$ cat src/rtl/dsm_frac_ctrl_if.sv
// Configuration handshake and modulator-facing signals for dsm_frac_ctrl.
// The master side offers configurations and divider ticks; the slave side is the controller.
interface dsm_frac_ctrl_if #(
    parameter int W  = 16,
    parameter int IW = 8
);
    logic          cfg_valid;
    logic          cfg_ready;
    logic [IW-1:0] cfg_int;
    logic [W-1:0]  cfg_frac;
    logic [W-1:0]  cfg_step;
    logic          tick;
    logic          dsm_carry;
    logic [W-1:0]  alpha;
    logic          dsm_en;
    logic [IW:0]   div_ratio;
    logic          ramping;
    logic          done;

    modport master (
        output cfg_valid, cfg_int, cfg_frac, cfg_step, tick, dsm_carry,
        input  cfg_ready, alpha, dsm_en, div_ratio, ramping, done
    );

    modport slave (
        input  cfg_valid, cfg_int, cfg_frac, cfg_step, tick, dsm_carry,
        output cfg_ready, alpha, dsm_en, div_ratio, ramping, done
    );
endinterface

$ cat src/rtl/dsm_frac_ctrl.sv
// Fractional-N delta-sigma controller: accepts a target divide value and glides the
// modulator's fractional word toward it, one step per feedback-divider tick.
module dsm_frac_ctrl #(
    parameter int W  = 16,
    parameter int IW = 8
) (
    input  logic             clk,
    input  logic             rst,
    dsm_frac_ctrl_if.slave   bus
);
    typedef enum logic [1:0] {IDLE, LOAD, RAMP, HOLD} state_t;

    state_t        state, nxt;
    logic [W-1:0]  alpha_q, alpha_d, tgt_frac, step;
    logic [IW-1:0] int_reg, tgt_int;
    logic [IW:0]   div_q;
    logic          en_q, en_d, done_q, done_d, ld_int;
    logic          hs, rdy, up;
    logic [W:0]    diff;

    assign rdy = (state == IDLE) || (state == HOLD);
    assign hs  = bus.cfg_valid && rdy;
    // Distance to target in W+1 bits so the last step snaps instead of wrapping.
    assign up   = tgt_frac > alpha_q;
    assign diff = up ? ({1'b0, tgt_frac} - {1'b0, alpha_q})
                     : ({1'b0, alpha_q} - {1'b0, tgt_frac});

    always_comb begin
        nxt     = state;
        alpha_d = alpha_q;
        en_d    = en_q;
        done_d  = 1'b0;
        ld_int  = 1'b0;
        case (state)
            IDLE, HOLD: if (hs) nxt = LOAD;
            LOAD: if (bus.tick) begin
                ld_int = 1'b1;
                en_d   = 1'b1;
                if (step == '0 || alpha_q == tgt_frac) begin
                    alpha_d = tgt_frac;
                    done_d  = 1'b1;
                    nxt     = HOLD;
                end else begin
                    nxt = RAMP;
                end
            end
            RAMP: if (bus.tick) begin
                if (diff <= {1'b0, step}) begin
                    alpha_d = tgt_frac;
                    done_d  = 1'b1;
                    nxt     = HOLD;
                end else begin
                    alpha_d = up ? alpha_q + step : alpha_q - step;
                end
            end
            default: nxt = IDLE;
        endcase
    end

    always_ff @(posedge clk or posedge rst) begin
        if (rst) begin
            state    <= IDLE;
            alpha_q  <= '0;
            int_reg  <= '0;
            tgt_int  <= '0;
            tgt_frac <= '0;
            step     <= '0;
            div_q    <= '0;
            en_q     <= 1'b0;
            done_q   <= 1'b0;
        end else begin
            state   <= nxt;
            alpha_q <= alpha_d;
            en_q    <= en_d;
            done_q  <= done_d;
            if (hs) begin
                tgt_int  <= bus.cfg_int;
                tgt_frac <= bus.cfg_frac;
                step     <= bus.cfg_step;
            end
            if (ld_int) int_reg <= tgt_int;
            // Uses pre-edge int_reg/en so a coincident reload lands one tick later.
            if (bus.tick)
                div_q <= {1'b0, int_reg} + {{IW{1'b0}}, en_q & bus.dsm_carry};
        end
    end

    assign bus.cfg_ready = rdy;
    assign bus.alpha     = alpha_q;
    assign bus.dsm_en    = en_q;
    assign bus.div_ratio = div_q;
    assign bus.ramping   = (state == RAMP);
    assign bus.done      = done_q;
endmodule

$ cat src/flat_wrapper.sv
// flat-port wrapper written by rule: the top's interface ports become plain ports
module dsm_frac_ctrl_flat 
#(
    parameter int W  = 16,
    parameter int IW = 8
)
  (clk, rst, bus_cfg_valid, bus_cfg_int, bus_cfg_frac, bus_cfg_step, bus_tick, bus_dsm_carry, bus_cfg_ready, bus_alpha, bus_dsm_en, bus_div_ratio, bus_ramping, bus_done);
  dsm_frac_ctrl_if #(.W(W), .IW(IW)) bus_i ();
  input  logic clk;
  input  logic rst;
  input wire logic [$bits(bus_i.cfg_valid)-1:0] bus_cfg_valid;
  input wire logic [$bits(bus_i.cfg_int)-1:0] bus_cfg_int;
  input wire logic [$bits(bus_i.cfg_frac)-1:0] bus_cfg_frac;
  input wire logic [$bits(bus_i.cfg_step)-1:0] bus_cfg_step;
  input wire logic [$bits(bus_i.tick)-1:0] bus_tick;
  input wire logic [$bits(bus_i.dsm_carry)-1:0] bus_dsm_carry;
  output wire logic [$bits(bus_i.cfg_ready)-1:0] bus_cfg_ready;
  output wire logic [$bits(bus_i.alpha)-1:0] bus_alpha;
  output wire logic [$bits(bus_i.dsm_en)-1:0] bus_dsm_en;
  output wire logic [$bits(bus_i.div_ratio)-1:0] bus_div_ratio;
  output wire logic [$bits(bus_i.ramping)-1:0] bus_ramping;
  output wire logic [$bits(bus_i.done)-1:0] bus_done;
  assign bus_i.cfg_valid = bus_cfg_valid;
  assign bus_i.cfg_int = bus_cfg_int;
  assign bus_i.cfg_frac = bus_cfg_frac;
  assign bus_i.cfg_step = bus_cfg_step;
  assign bus_i.tick = bus_tick;
  assign bus_i.dsm_carry = bus_dsm_carry;
  assign bus_cfg_ready = bus_i.cfg_ready;
  assign bus_alpha = bus_i.alpha;
  assign bus_dsm_en = bus_i.dsm_en;
  assign bus_div_ratio = bus_i.div_ratio;
  assign bus_ramping = bus_i.ramping;
  assign bus_done = bus_i.done;
  dsm_frac_ctrl #(.W(W), .IW(IW)) u_core (.clk(clk), .rst(rst), .bus(bus_i));
endmodule
$ cat config.mk
export PLATFORM = sky130hd
export DESIGN_NAME = dsm_frac_ctrl_flat
export DESIGN_NICKNAME = d
export VERILOG_FILES = /design/src/rtl/dsm_frac_ctrl_if.sv /design/src/rtl/dsm_frac_ctrl.sv /design/src/flat_wrapper.sv
export SDC_FILE = /design/constraint.sdc
export NUM_CORES = 1
export LEC_CHECK = 0
export CAP_MARGIN = 20
export CORE_MARGIN = 1
export CORE_UTILIZATION = 60
export CTS_BUF_LIST = sky130_fd_sc_hd__clkbuf_2
export DETAILED_ROUTE_END_ITERATION = 6
export PLACE_DENSITY = 0.83
export SYNTH_ARGS = -nofsm -noshare
export SYNTH_HDL_FRONTEND = slang
export SYNTH_SLANG_ARGS = --single-unit
$ cat constraint.sdc
create_clock -name clk -period 9.9 [get_ports clk]
set_input_delay 1.98 -clock clk [delete_from_list [all_inputs] [get_ports clk]]
set_output_delay 1.98 -clock clk [all_outputs]
set_load 0.01 [all_outputs]
-- After elaboration in Yosys (flattened, before gate mapping)
Cells that the tools add are included.
W data, S select, Z words.
- bits in registers: 77
- bits of input ports: 45
- $add $sub $neg: 5
- magnitude comparators: 2
- eq/ne operators: 9
- multiplexer cells: 20
- bitwise gates (word level): 1
- reductions and logical operators: 10
- operators with widths (cell ; count):
    $mux W16 ; 5
    $sub A16 B16 Y17 ; 2
    $pmux W16 S2 ; 1
    $le A17 B16 Y1 ; 1
    $mux W17 ; 1
    $add A16 B16 Y16 ; 1
    $eq A16 B16 Y1 ; 1
    $gt A16 B16 Y1 ; 1
    $logic_not A16 Y1 ; 1
    $sub A16 B16 Y16 ; 1
    $add A8 B1 Y9 ; 1
    $mux W2 ; 4
    $reduce_and A4 Y1 ; 2
    $mux W1 ; 7
    $ne A2 B1 Y1 const B ; 3
    $pmux W2 S3 ; 1
    $eq A2 B2 Y1 const B ; 2
    $ne A2 B2 Y1 const B ; 2
    $eq A2 B1 Y1 const B ; 1
    $logic_not A2 Y1 ; 1
    $logic_or A1 B1 Y1 ; 2
    $pmux W1 S2 ; 1
    $reduce_and A2 Y1 ; 1
    $reduce_bool A2 Y1 ; 1
    other kinds (3) ; 3

-- Longest topological paths before layout
Gate-level depths: netlist of run 1.
- word-level depth: 6
- mapped depth: 25

-- Worst setup path before layout of run 1
Ideal clock, no wire load.
- path kind: register to register
- start point: reg u_core.alpha_q[1] (netlist: u_core.bus.alpha[1])
- end point: reg u_core.alpha_q[14] (netlist: u_core.bus.alpha[14])
- library setup time: 0.104 ns
- data arrival time: 5.073 ns
- path slack: 4.723 ns
- stages on the path, launching flop included: 25
- buffers on the path: 4
- period minus slack after synthesis: 5.177 ns
- path through: dfrtp_1 inv_1 ha_1 nand4_1 or4_1 buf_2 nand2_1 a211o_2 and2_1 buf_2 buf_2 buf_1 nor2_1 xnor2_1 ha_1 a21o_1 a21o_1 a2111oi_0 a21oi_1 a41o_1 o41ai_1 o21bai_1 a21oi_1 xor2_1 a221oi_1
- word-level cells in the longest chain between the ends: 6
- elaborated cells on any way between the ends: 15
- classes of those cells: add/sub (4); order compare (2); eq/ne (2); mux (5); reduce/logical (2)
- ends and longest elaborated chain (element ; line ; source):
    start: declaration ; dsm_frac_ctrl.sv:14 ; logic [W-1:0] alpha_q, alpha_d, tgt_frac, step;
    start signal: assignment ; dsm_frac_ctrl.sv:73 ; alpha_q <= alpha_d;
    $sub A16 B16 Y17, or another cell as far along ; dsm_frac_ctrl.sv:26 ; : ({1'b0, alpha_q} - {1'b0, tgt_frac});
    $mux W17 ; dsm_frac_ctrl.sv:25 ; assign diff = up ? ({1'b0, tgt_frac} - {1'b0, alpha_q})
    $le A17 B16 Y1 ; dsm_frac_ctrl.sv:48 ; if (diff <= {1'b0, step}) begin
    $mux W16 ; dsm_frac_ctrl.sv:48 ;
    $mux W16 ; dsm_frac_ctrl.sv:47 ; RAMP: if (bus.tick) begin
    $pmux W16 S2 ; dsm_frac_ctrl.sv:34 ; case (state)
Several ways; a longest one is shown, not always the timed one. The select of a mux whose other input is x is not followed.
A chain may end at the register's enable or synchronous reset.

-- Final worst setup path of run 1
- start point: reg u_core.alpha_q[11] (netlist: u_core.bus.alpha[11])
- end point: reg u_core.alpha_q[14] (netlist: u_core.bus.alpha[14])
The elaborated chain is that of the path after synthesis.

==> impl_metrics.csv, run 1 <==
group,metric,value,unit
placement,io_buffers,73,
critical_path,timing.rr.start,"u_core.bus.alpha[11]",
clock_network,hold_buffers,0,
clock_network,cts-root-buf,"clkbuf_2",
placement,placed_cell_area,0.00698,sq mm
timing,period_share,0.612,
critical_path,cp-end-kind,"flop",
critical_path,cp.arrival,6.58,ns
critical_path,worst-setup-path-type,"reg -> reg",
placement,dp_hpwl,11600,um
synth,synth-edff-count,0,
grt,busiest_layer,"met2",
synth,synth.distinct_cells,61,
detailed_routing,wl_per_cell,17.8,um
timing,finClkSkew,0.0394,ns
synth,synth_fp_nets,773,
floorplan,core-area,0.00986,sq mm
grt,grt_usage,0.301,
floorplan,dieHeight,104,um
detailed_routing,vias,5229,
synth,syn_area_per_cell,9.41,sq um
clock_network,post_cts_buffers,0,
grt,grt_pass1_vias,5404,
synth,synth_top_area_frac,0.312,
placement,place_inst,842,
synth,synth.area.mux_share,0.107,
final_layout,instances_no_fill,858,
synth,synthCells,657,
synth,synth_top_cell_by_area,"dfrtp_1",
synth,ys_seq_area_frac,0.312,
synth,synth_area_leaders,"dfrtp_1, ha_1, mux2_2",
job,maxCapViolCount,0,
timing,setup_viol,0,
timing,hold_violations,0,
synth,synth_compound_area_frac,0.186,
min_path,min_path_type,"reg -> reg",
clock_network,htree_num_levels,3,
final_layout,seqCellArea,0.00193,sq mm
synth,yosys_warnings,0,
synth,synth_top_family_by_area,"compound AO/OA/AOI/OAI gates",
grt,gr-usage-met1,0.377,
outcome,outcome,"finished clean",
detailed_routing,drt-total-wl,15300,um
synth,async_reset_ff_frac,1.00,
grt,grt_antenna_before_repair,0,
detailed_routing,antenna_left,0,
critical_path,critPathLaunch,"u_core.bus.alpha[11]",
clock_network,cts.reportedPaths.clkPinSlew,0.26,ns
synth,synth_xor_area_frac,0.0694,
final_layout,areaGrowthSynthToFinish,15.0,%
timing,grt_setup_unrepaired,"false",
synth,synth_flop_cell,"dfrtp_1",
grt,overflow,0,
floorplan,fp.dieW,104,um
grt,grt_start_max_net_pins,78,
clock_network,cts_buffers,9,
detailed_routing,drc,0,
final_layout,multiInputGateArea,0.00390,sq mm
floorplan,start_util,0.627,
synth,synth-seq-cells,77,
final_layout,nNetsFinal,836,
detailed_routing,drt_iter0_markers,369,
min_path,min_from,"u_core.bus.dsm_en",
grt,grtUsageMet3,0.0579,
timing,setup-tns-final,0,ns
critical_path,worst-endpoint-required,10.42,ns
synth,synth_fa_ha_area_frac,0.147,
critical_path,path_max_fanout,14,
timing,layout_min_cycle_time,6.06,ns
timing,slew_viol_final,0,
floorplan,dieArea,0.0107,sq mm
detailed_routing,drtPass1Iterations,5,
placement,gp_congestion,0.933,
final_layout,final_area,0.00711,sq mm
timing,slew_headroom,0.328,
clock_network,clkSinkCount,77,
critical_path,start_kind,"flop",
grt,grt_pass1_wl,25700,um
timing,tightest_slew,1.00,ns
clock_network,ctsResizeCount,0,
synth,syn_area,0.00618,sq mm
detailed_routing,vias_per_cell,6.09,
timing,timing.fmax,165,MHz
synth,yosys.area_share.simple,0.120,
final_layout,layout-drive-gt1-share,0.128,
final_layout,diodes,0,
clock_network,cts_tree,"yes",
clock_network,clk_latency,0.61,ns
floorplan,row_count,36,
clock_network,cts_buffer_depth,2,
final_layout,num-fill-cells,722,
floorplan,io_pins,74,
grt,grtUsageMet2,0.500,
-- per-layer routing --
layer / up-vias / wire length, um
met5: - / 0
met4: 0 / 457
met3: 42 / 943
met2: 191 / 7310
met1: 2542 / 6600
li1: 2454 / -
-- cells in the final DEF, fill, tap and decap left out, types with 4 or more instances in the layout --
| master | instances |
|---|---|
| o21a_1 | 7 |
| and2_1 | 4 |
| nand4_1 | 8 |
| nor3_1 | 9 |
| o21ai_0 | 23 |
| a221oi_2 | 10 |
| ha_1 | 68 |
| o211ai_1 | 5 |
| inv_1 | 62 |
| a211oi_1 | 8 |
| a21oi_1 | 46 |
| nand2b_1 | 7 |
| xor2_1 | 21 |
| a21o_1 | 20 |
| mux2i_1 | 10 |
| nor4_1 | 4 |
| clkdlybuf4s50_1 | 73 |
| nor2_1 | 58 |
| a31oi_1 | 6 |
| and3_1 | 5 |
| nor2b_1 | 4 |
| nand2_1 | 29 |
| xnor2_1 | 28 |
| mux2_2 | 50 |
| clkbuf_2 | 9 |
| nand3_1 | 16 |
| dfrtp_1 | 77 |
-- through the flow --
step / setup WS, ns / util / hold WS (ns)
2_1_floorplan: 4.72 / - / 0.475
3_3_place_gp: 4.20 / 0.708 / 0.468
3_5_place_dp: 4.00 / 0.708 / 0.478
4_1_cts: 3.94 / 0.721 / 0.535
5_1_grt: 3.40 / 0.721 / 0.559
6_report: 3.84 / 0.721 / 0.528
-- cells in the mapped netlist, drive strengths merged (9+ instances only) --
master / count
o21ai: 23
inv: 63
nor3: 9
nand3: 17
xor2: 21
a221oi: 13
ha: 68
nand2: 31
a21oi: 48
nor2: 58
a21o: 20
dfrtp: 77
xnor2: 28
buf: 16
mux2: 50
mux2i: 10
-- cell families after synthesis --
logic type | after synthesis
compound gates | 158
xor+xnor | 49
fa+ha+maj | 71
buf+inv | 87
flops | 77
mux | 60
simple gates | 155
-- final timing paths --
check,endpoint,slack [ns],depth (start not counted)
worst max-delay path,u_core.bus.alpha[14],3.84,21
worst min-delay path,u_core.bus.dsm_en,0.53,1
worst max register to register,u_core.bus.alpha[14],3.84,21
worst min register to register,u_core.bus.dsm_en,0.53,1
max in group asynchronous,u_core.bus.alpha[7],7.32,3
min in group asynchronous,u_core.state[0],1.97,3
-- cell type report --
cell class / count / share of cell area
clock buffers: 9 / 0.00634
flip-flops and latches: 77 / 0.271
inverters: 63 / 0.0333
multi-input cells: 493 / 0.549
clock inverters: 7 / 0.0113
well taps: 133 / 0.0234
repair buffers: 76 / 0.106
-- critical path, stage by stage (launching register included) --
cell	delay [ns]
dfrtp_1	0.51
inv_1	0.07
ha_1	0.45
nand4_1	0.13
or4_1	0.68
nand2_1	0.12
a211o_2	0.13
and2_1	0.44
buf_4	0.31
nor2_1	0.08
xnor2_1	0.14
ha_1	0.34
a21o_1	0.21
a21o_1	0.21
a2111oi_0	0.47
a21oi_1	0.19
a41o_1	0.31
o41ai_1	0.49
o21bai_1	0.12
a21oi_1	0.20
xor2_1	0.09
a221oi_1	0.28
Power of run 1 is not shown: default switching activity piles up to over one toggle a cycle in this logic, so the estimate is an artifact.
==> run 2: changes to the inputs <==
Settings changed: CORE_UTILIZATION 60 to 59, PLACE_DENSITY 0.83 to 0.82.
Clock period 9.9 ns to 6.08 ns, I/O delays scaled along.
==> impl_metrics.csv, run 2 (same netlist as run 1, synthesis figures left out) <==
group,metric,value,unit
final_layout,utilization,0.695,
grt,grt_usage,0.292,
clock_network,htree_num_levels,3,
final_layout,final_area,0.00711,sq mm
final_layout,layout_common_cells,"dfrtp_1, clkdlybuf4s50_1, ha_1, inv_1, nor2_1",
grt,grt_start_max_net_pins,78,
critical_path,path_max_fanout,12,
critical_path,worst-setup-path-type,"reg -> reg",
timing,setup-tns-final,0,ns
grt,grt_antenna_before_repair,0,
placement,gp_congestion,0.925,
min_path,whs_path_depth,1,
placement,io_buffers,73,
critical_path,crit_slowest_cell,"or4_1",
critical_path,ff2ff_setup_slack,0.56,ns
critical_path,path_cells,"inv_1, ha_1, nand4_1, or4_1, nand2_1, a211o_2, and2_1, nor2_1, xnor2_1, ha_1, a21o_1, a21o_1, a2111oi_0, a21oi_1, a41o_1, o41ai_1, o21bai_1, a21oi_1, xor2_1, a221oi_1",
timing,slew_headroom,0.256,
detailed_routing,drt_iter0_markers,243,
critical_path,cp_top_family,"compound AO/OA/AOI/OAI gates",
timing,period_share,0.908,
clock_network,hold_buffers,0,
critical_path,timing.rr.start,"u_core.bus.alpha[9]",
outcome,outcome,"finished clean",
critical_path,crit_end,"u_core.bus.alpha[14]",
detailed_routing,drt-total-wl,15000,um
clock_network,ctsResizeCount,0,
clock_network,post_cts_buffers,0,
detailed_routing,antenna_left,0,
min_path,min_path_type,"reg -> reg",
detailed_routing,vias,5073,
timing,slew_viol_final,0,
critical_path,cp_num_buf_inv,1,
critical_path,start_kind,"flop",
timing,finClkSkew,0.0492,ns
grt,grt_pass1_wl,25200,um
floorplan,fp.dieW,104,um
timing,setup_viol,0,
critical_path,cp.depth,20,
detailed_routing,vias_per_cell,5.89,
timing,grt_setup_unrepaired,"false",
clock_network,cts_tree,"yes",
final_layout,areaGrowthSynthToFinish,14.9,%
timing,tightest_slew,1.11,ns
floorplan,dieHeight,104,um
final_layout,instances_no_fill,862,
final_layout,layout-drive-gt1-share,0.129,
critical_path,slowest_delay,0.70,ns
grt,overflow,0,
clock_network,clkSinkCount,77,
final_layout,num-fill-cells,795,
detailed_routing,wl_per_cell,17.4,um
critical_path,worst-endpoint-required,6.63,ns
grt,busiest_layer,"met2",
placement,placed_cell_area,0.00700,sq mm
final_layout,layout_commonest_cell,"dfrtp_1",
floorplan,start_util,0.605,
critical_path,r2r_end,"u_core.bus.alpha[14]",
detailed_routing,drtPass1Iterations,4,
final_layout,diodes,0,
placement,place_inst,846,
placement,dp_hpwl,11400,um
timing,layout_min_cycle_time,5.52,ns
detailed_routing,drc,0,
grt,grtUsageMet2,0.480,
floorplan,core-area,0.0102,sq mm
timing,timing.fmax,181,MHz
critical_path,reg2reg_depth,20,
critical_path,cp.arrival,6.07,ns
grt,grtUsageMet3,0.0345,
critical_path,critPathLaunch,"u_core.bus.alpha[9]",
critical_path,cp-end-kind,"flop",
clock_network,cts-root-buf,"clkbuf_2",
grt,grt_pass1_vias,5240,
grt,gr-usage-met1,0.383,
timing,hold_violations,0,
floorplan,row_count,37,
clock_network,cts_buffers,9,
job,maxCapViolCount,0,
floorplan,io_pins,74,
clock_network,cts_buffer_depth,2,
clock_network,cts.reportedPaths.clkPinSlew,0.28,ns
floorplan,dieArea,0.0109,sq mm
final_layout,nNetsFinal,837,
clock_network,clk_latency,0.62,ns
run 2: changes by cell type in the layout (fill, tap and decap cells not counted):
| cell | previous run | this run |
|---|---|---|
| inv_2 | 1 | 0 |
| inv_8 | 1 | 0 |
| inv_6 | 2 | 3 |
| buf_4 | 3 | 4 |
| clkinv_8 | 0 | 1 |
| bufinv_16 | 1 | 0 |
| clkinvlp_4 | 1 | 2 |
run 2: how the worst min path moves through the flow:
stage | end | startpoint
5_1_grt | u_core.tgt_int[2] | u_core.tgt_int[2]
3_5_place_dp | u_core.bus.dsm_en | u_core.bus.dsm_en
6_report | u_core.bus.dsm_en | u_core.bus.dsm_en
3_3_place_gp | u_core.bus.dsm_en | u_core.bus.dsm_en
2_1_floorplan | u_core.int_reg[0] | u_core.tgt_int[0]
4_1_cts | u_core.bus.dsm_en | u_core.bus.dsm_en
run 2: per-layer routing:
layer,share of wire,wire (um)
met5,0,0
met1,0.45,6730
met2,0.47,7100
met3,0.052,775
met4,0.028,417
run 2: cell type report:
| class | instances | area [sq um] | share of cell area |
|---|---|---|---|
| clock buffers | 9 | 45.0 | 0.00634 |
| flip-flops and latches | 77 | 1930 | 0.271 |
| clock inverters | 7 | 66.3 | 0.00933 |
| multi-input cells | 493 | 3900 | 0.549 |
| well taps | 136 | 170 | 0.0239 |
| repair buffers | 77 | 761 | 0.107 |
| inverters | 63 | 238 | 0.0334 |
run 2: worst reg2reg max path: stages, from the launching register on:
cell	delay [ns]
dfrtp_1	0.48
inv_1	0.07
ha_1	0.51
nand4_1	0.13
or4_1	0.70
nand2_1	0.12
a211o_2	0.13
and2_1	0.32
nor2_1	0.10
xnor2_1	0.14
ha_1	0.33
a21o_1	0.20
a21o_1	0.21
a2111oi_0	0.46
a21oi_1	0.18
a41o_1	0.32
o41ai_1	0.44
o21bai_1	0.11
a21oi_1	0.18
xor2_1	0.09
a221oi_1	0.25
run 2: metrics by stage:
step / setup slack [ns] / hold WS [ns]
after floorplan: 0.903 / 0.475
after CTS: 0.551 / 0.525
after detailed placement: 0.590 / 0.469
after global placement: 0.785 / 0.475
final: 0.557 / 0.522
after global routing: 0.0739 / 0.552
Power of run 2 is left out for the same reason.
==> run 3: changes to the inputs <==
Settings changed: HOLD_SLACK_MARGIN set to 0.08.
Clock period 6.08 ns to 5.45 ns, I/O delays scaled along.
==> impl_metrics.csv, run 3 (same netlist as run 1, synthesis figures left out) <==
group,metric,value,unit
outcome,outcome,"finished clean",
final_layout,layout-drive-gt1-share,0.145,
detailed_routing,vias_per_cell,5.86,
clock_network,cts_buffer_depth,2,
critical_path,path_max_fanout,13,
grt,grt_antenna_before_repair,0,
critical_path,slowest_delay,0.50,ns
clock_network,cts_buffers,9,
detailed_routing,drt-total-wl,15700,um
floorplan,fp.dieW,104,um
timing,tightest_slew,0.984,ns
detailed_routing,vias,5110,
detailed_routing,drtPass1Iterations,5,
final_layout,layout_common_cells,"dfrtp_1, clkdlybuf4s50_1, ha_1, inv_1, nor2_1",
final_layout,diodes,0,
grt,overflow,0,
critical_path,cp.arrival,5.66,ns
min_path,min_path_type,"reg -> reg",
timing,finClkSkew,0.0241,ns
critical_path,worst-endpoint-required,5.94,ns
final_layout,layout_commonest_cell,"dfrtp_1",
grt,grt_start_max_net_pins,50,
grt,grt_pass1_vias,5232,
timing,grt_setup_unrepaired,"false",
timing,slew_headroom,0.342,
floorplan,dieArea,0.0109,sq mm
grt,grt_pass1_wl,25700,um
critical_path,cp-end-kind,"flop",
placement,gp_congestion,0.905,
placement,dp_hpwl,12200,um
detailed_routing,antenna_left,0,
floorplan,core-area,0.0102,sq mm
timing,period_share,0.947,
floorplan,row_count,37,
grt,grt_usage,0.300,
clock_network,cts-root-buf,"clkbuf_2",
job,maxCapViolCount,0,
clock_network,clk_latency,0.58,ns
placement,place_ws,0.277,ns
timing,layout_min_cycle_time,5.16,ns
floorplan,start_util,0.605,
final_layout,num-fill-cells,811,
critical_path,path_cells,"inv_1, ha_1, inv_1, fa_1, a21o_1, a211oi_1, o21ba_2, nor2_1, a211oi_1, o21ai_0, a21o_1, a21oi_1, a21oi_1, xor2_1, ha_1, a21o_1, a21oi_1, nand3b_1, o311a_1, nand2_1, nand2_4, a221o_1",
detailed_routing,drt_iter0_markers,289,
clock_network,cts.reportedPaths.clkPinSlew,0.25,ns
timing,hold_violations,0,
final_layout,areaGrowthSynthToFinish,16.4,%
clock_network,clkSinkCount,77,
clock_network,htree_num_levels,3,
clock_network,cts_tree,"yes",
detailed_routing,drc,0,
timing,setup-tns-final,0,ns
detailed_routing,wl_per_cell,18.0,um
clock_network,hold_buffers,0,
floorplan,dieHeight,104,um
placement,io_buffers,73,
timing,setup_viol,0,
floorplan,io_pins,74,
critical_path,worst-setup-path-type,"reg -> reg",
final_layout,nNetsFinal,847,
critical_path,start_kind,"flop",
critical_path,crit_slowest_cell,"a211oi_1",
critical_path,cp_num_buf_inv,2,
timing,worst_slack,0.287,ns
critical_path,cp_top_family,"compound AO/OA/AOI/OAI gates",
timing,timing.fmax,194,MHz
timing,slew_viol_final,0,
[run 3: what timing repair did]
action                     CTS  global route
setup endpoints to repair    0             1
gates resized for setup      0             4
buffers inserted             0             0
[run 3: per-stage QoR]
| stage | area (sq um) | util | hold WS (ns) | instances |
|---|---|---|---|---|
| final | 7200 | 0.704 | 0.529 | 872 |
| after global routing | 7200 | 0.704 | 0.554 | 872 |
| after CTS | 7190 | 0.703 | 0.528 | 872 |
| after detailed placement | 7080 | 0.692 | 0.479 | 856 |
| after global placement | 7080 | 0.692 | 0.467 | 856 |
| after floorplan | 6180 | - | 0.475 | 657 |
[run 3: final cells by class]
| type | instances | area, sq um | share of cell area |
|---|---|---|---|
| Inverter | 63 | 238 | 0.0330 |
| Clock inverter | 7 | 61.3 | 0.00852 |
| Timing Repair Buffer | 87 | 848 | 0.118 |
| Clock buffer | 9 | 45.0 | 0.00626 |
| Multi-Input combinational cell | 493 | 3910 | 0.543 |
| Tap cell | 136 | 170 | 0.0236 |
| Sequential cell | 77 | 1930 | 0.268 |
[run 3: worst paths after layout]
kind,startpoint,slack (ns),endpoint,cells after the start
worst max-delay path,u_core.bus.alpha[0],0.29,u_core.bus.alpha[2],22
worst min-delay path,u_core.bus.dsm_en,0.53,u_core.bus.dsm_en,1
worst max register to register,u_core.bus.alpha[0],0.29,u_core.bus.alpha[2],22
worst min register to register,u_core.bus.dsm_en,0.53,u_core.bus.dsm_en,1
max in group asynchronous,rst,3.65,u_core.bus.alpha[0],3
min in group asynchronous,rst,0.81,u_core.step[4],2
[run 3: metal layers]
layer  global-route usage  share of wire
met2                0.485           0.47
met3               0.0370          0.044
met5                    0              0
met4                0.124          0.023
met1                0.406           0.46
Power of run 3 is left out for the same reason.
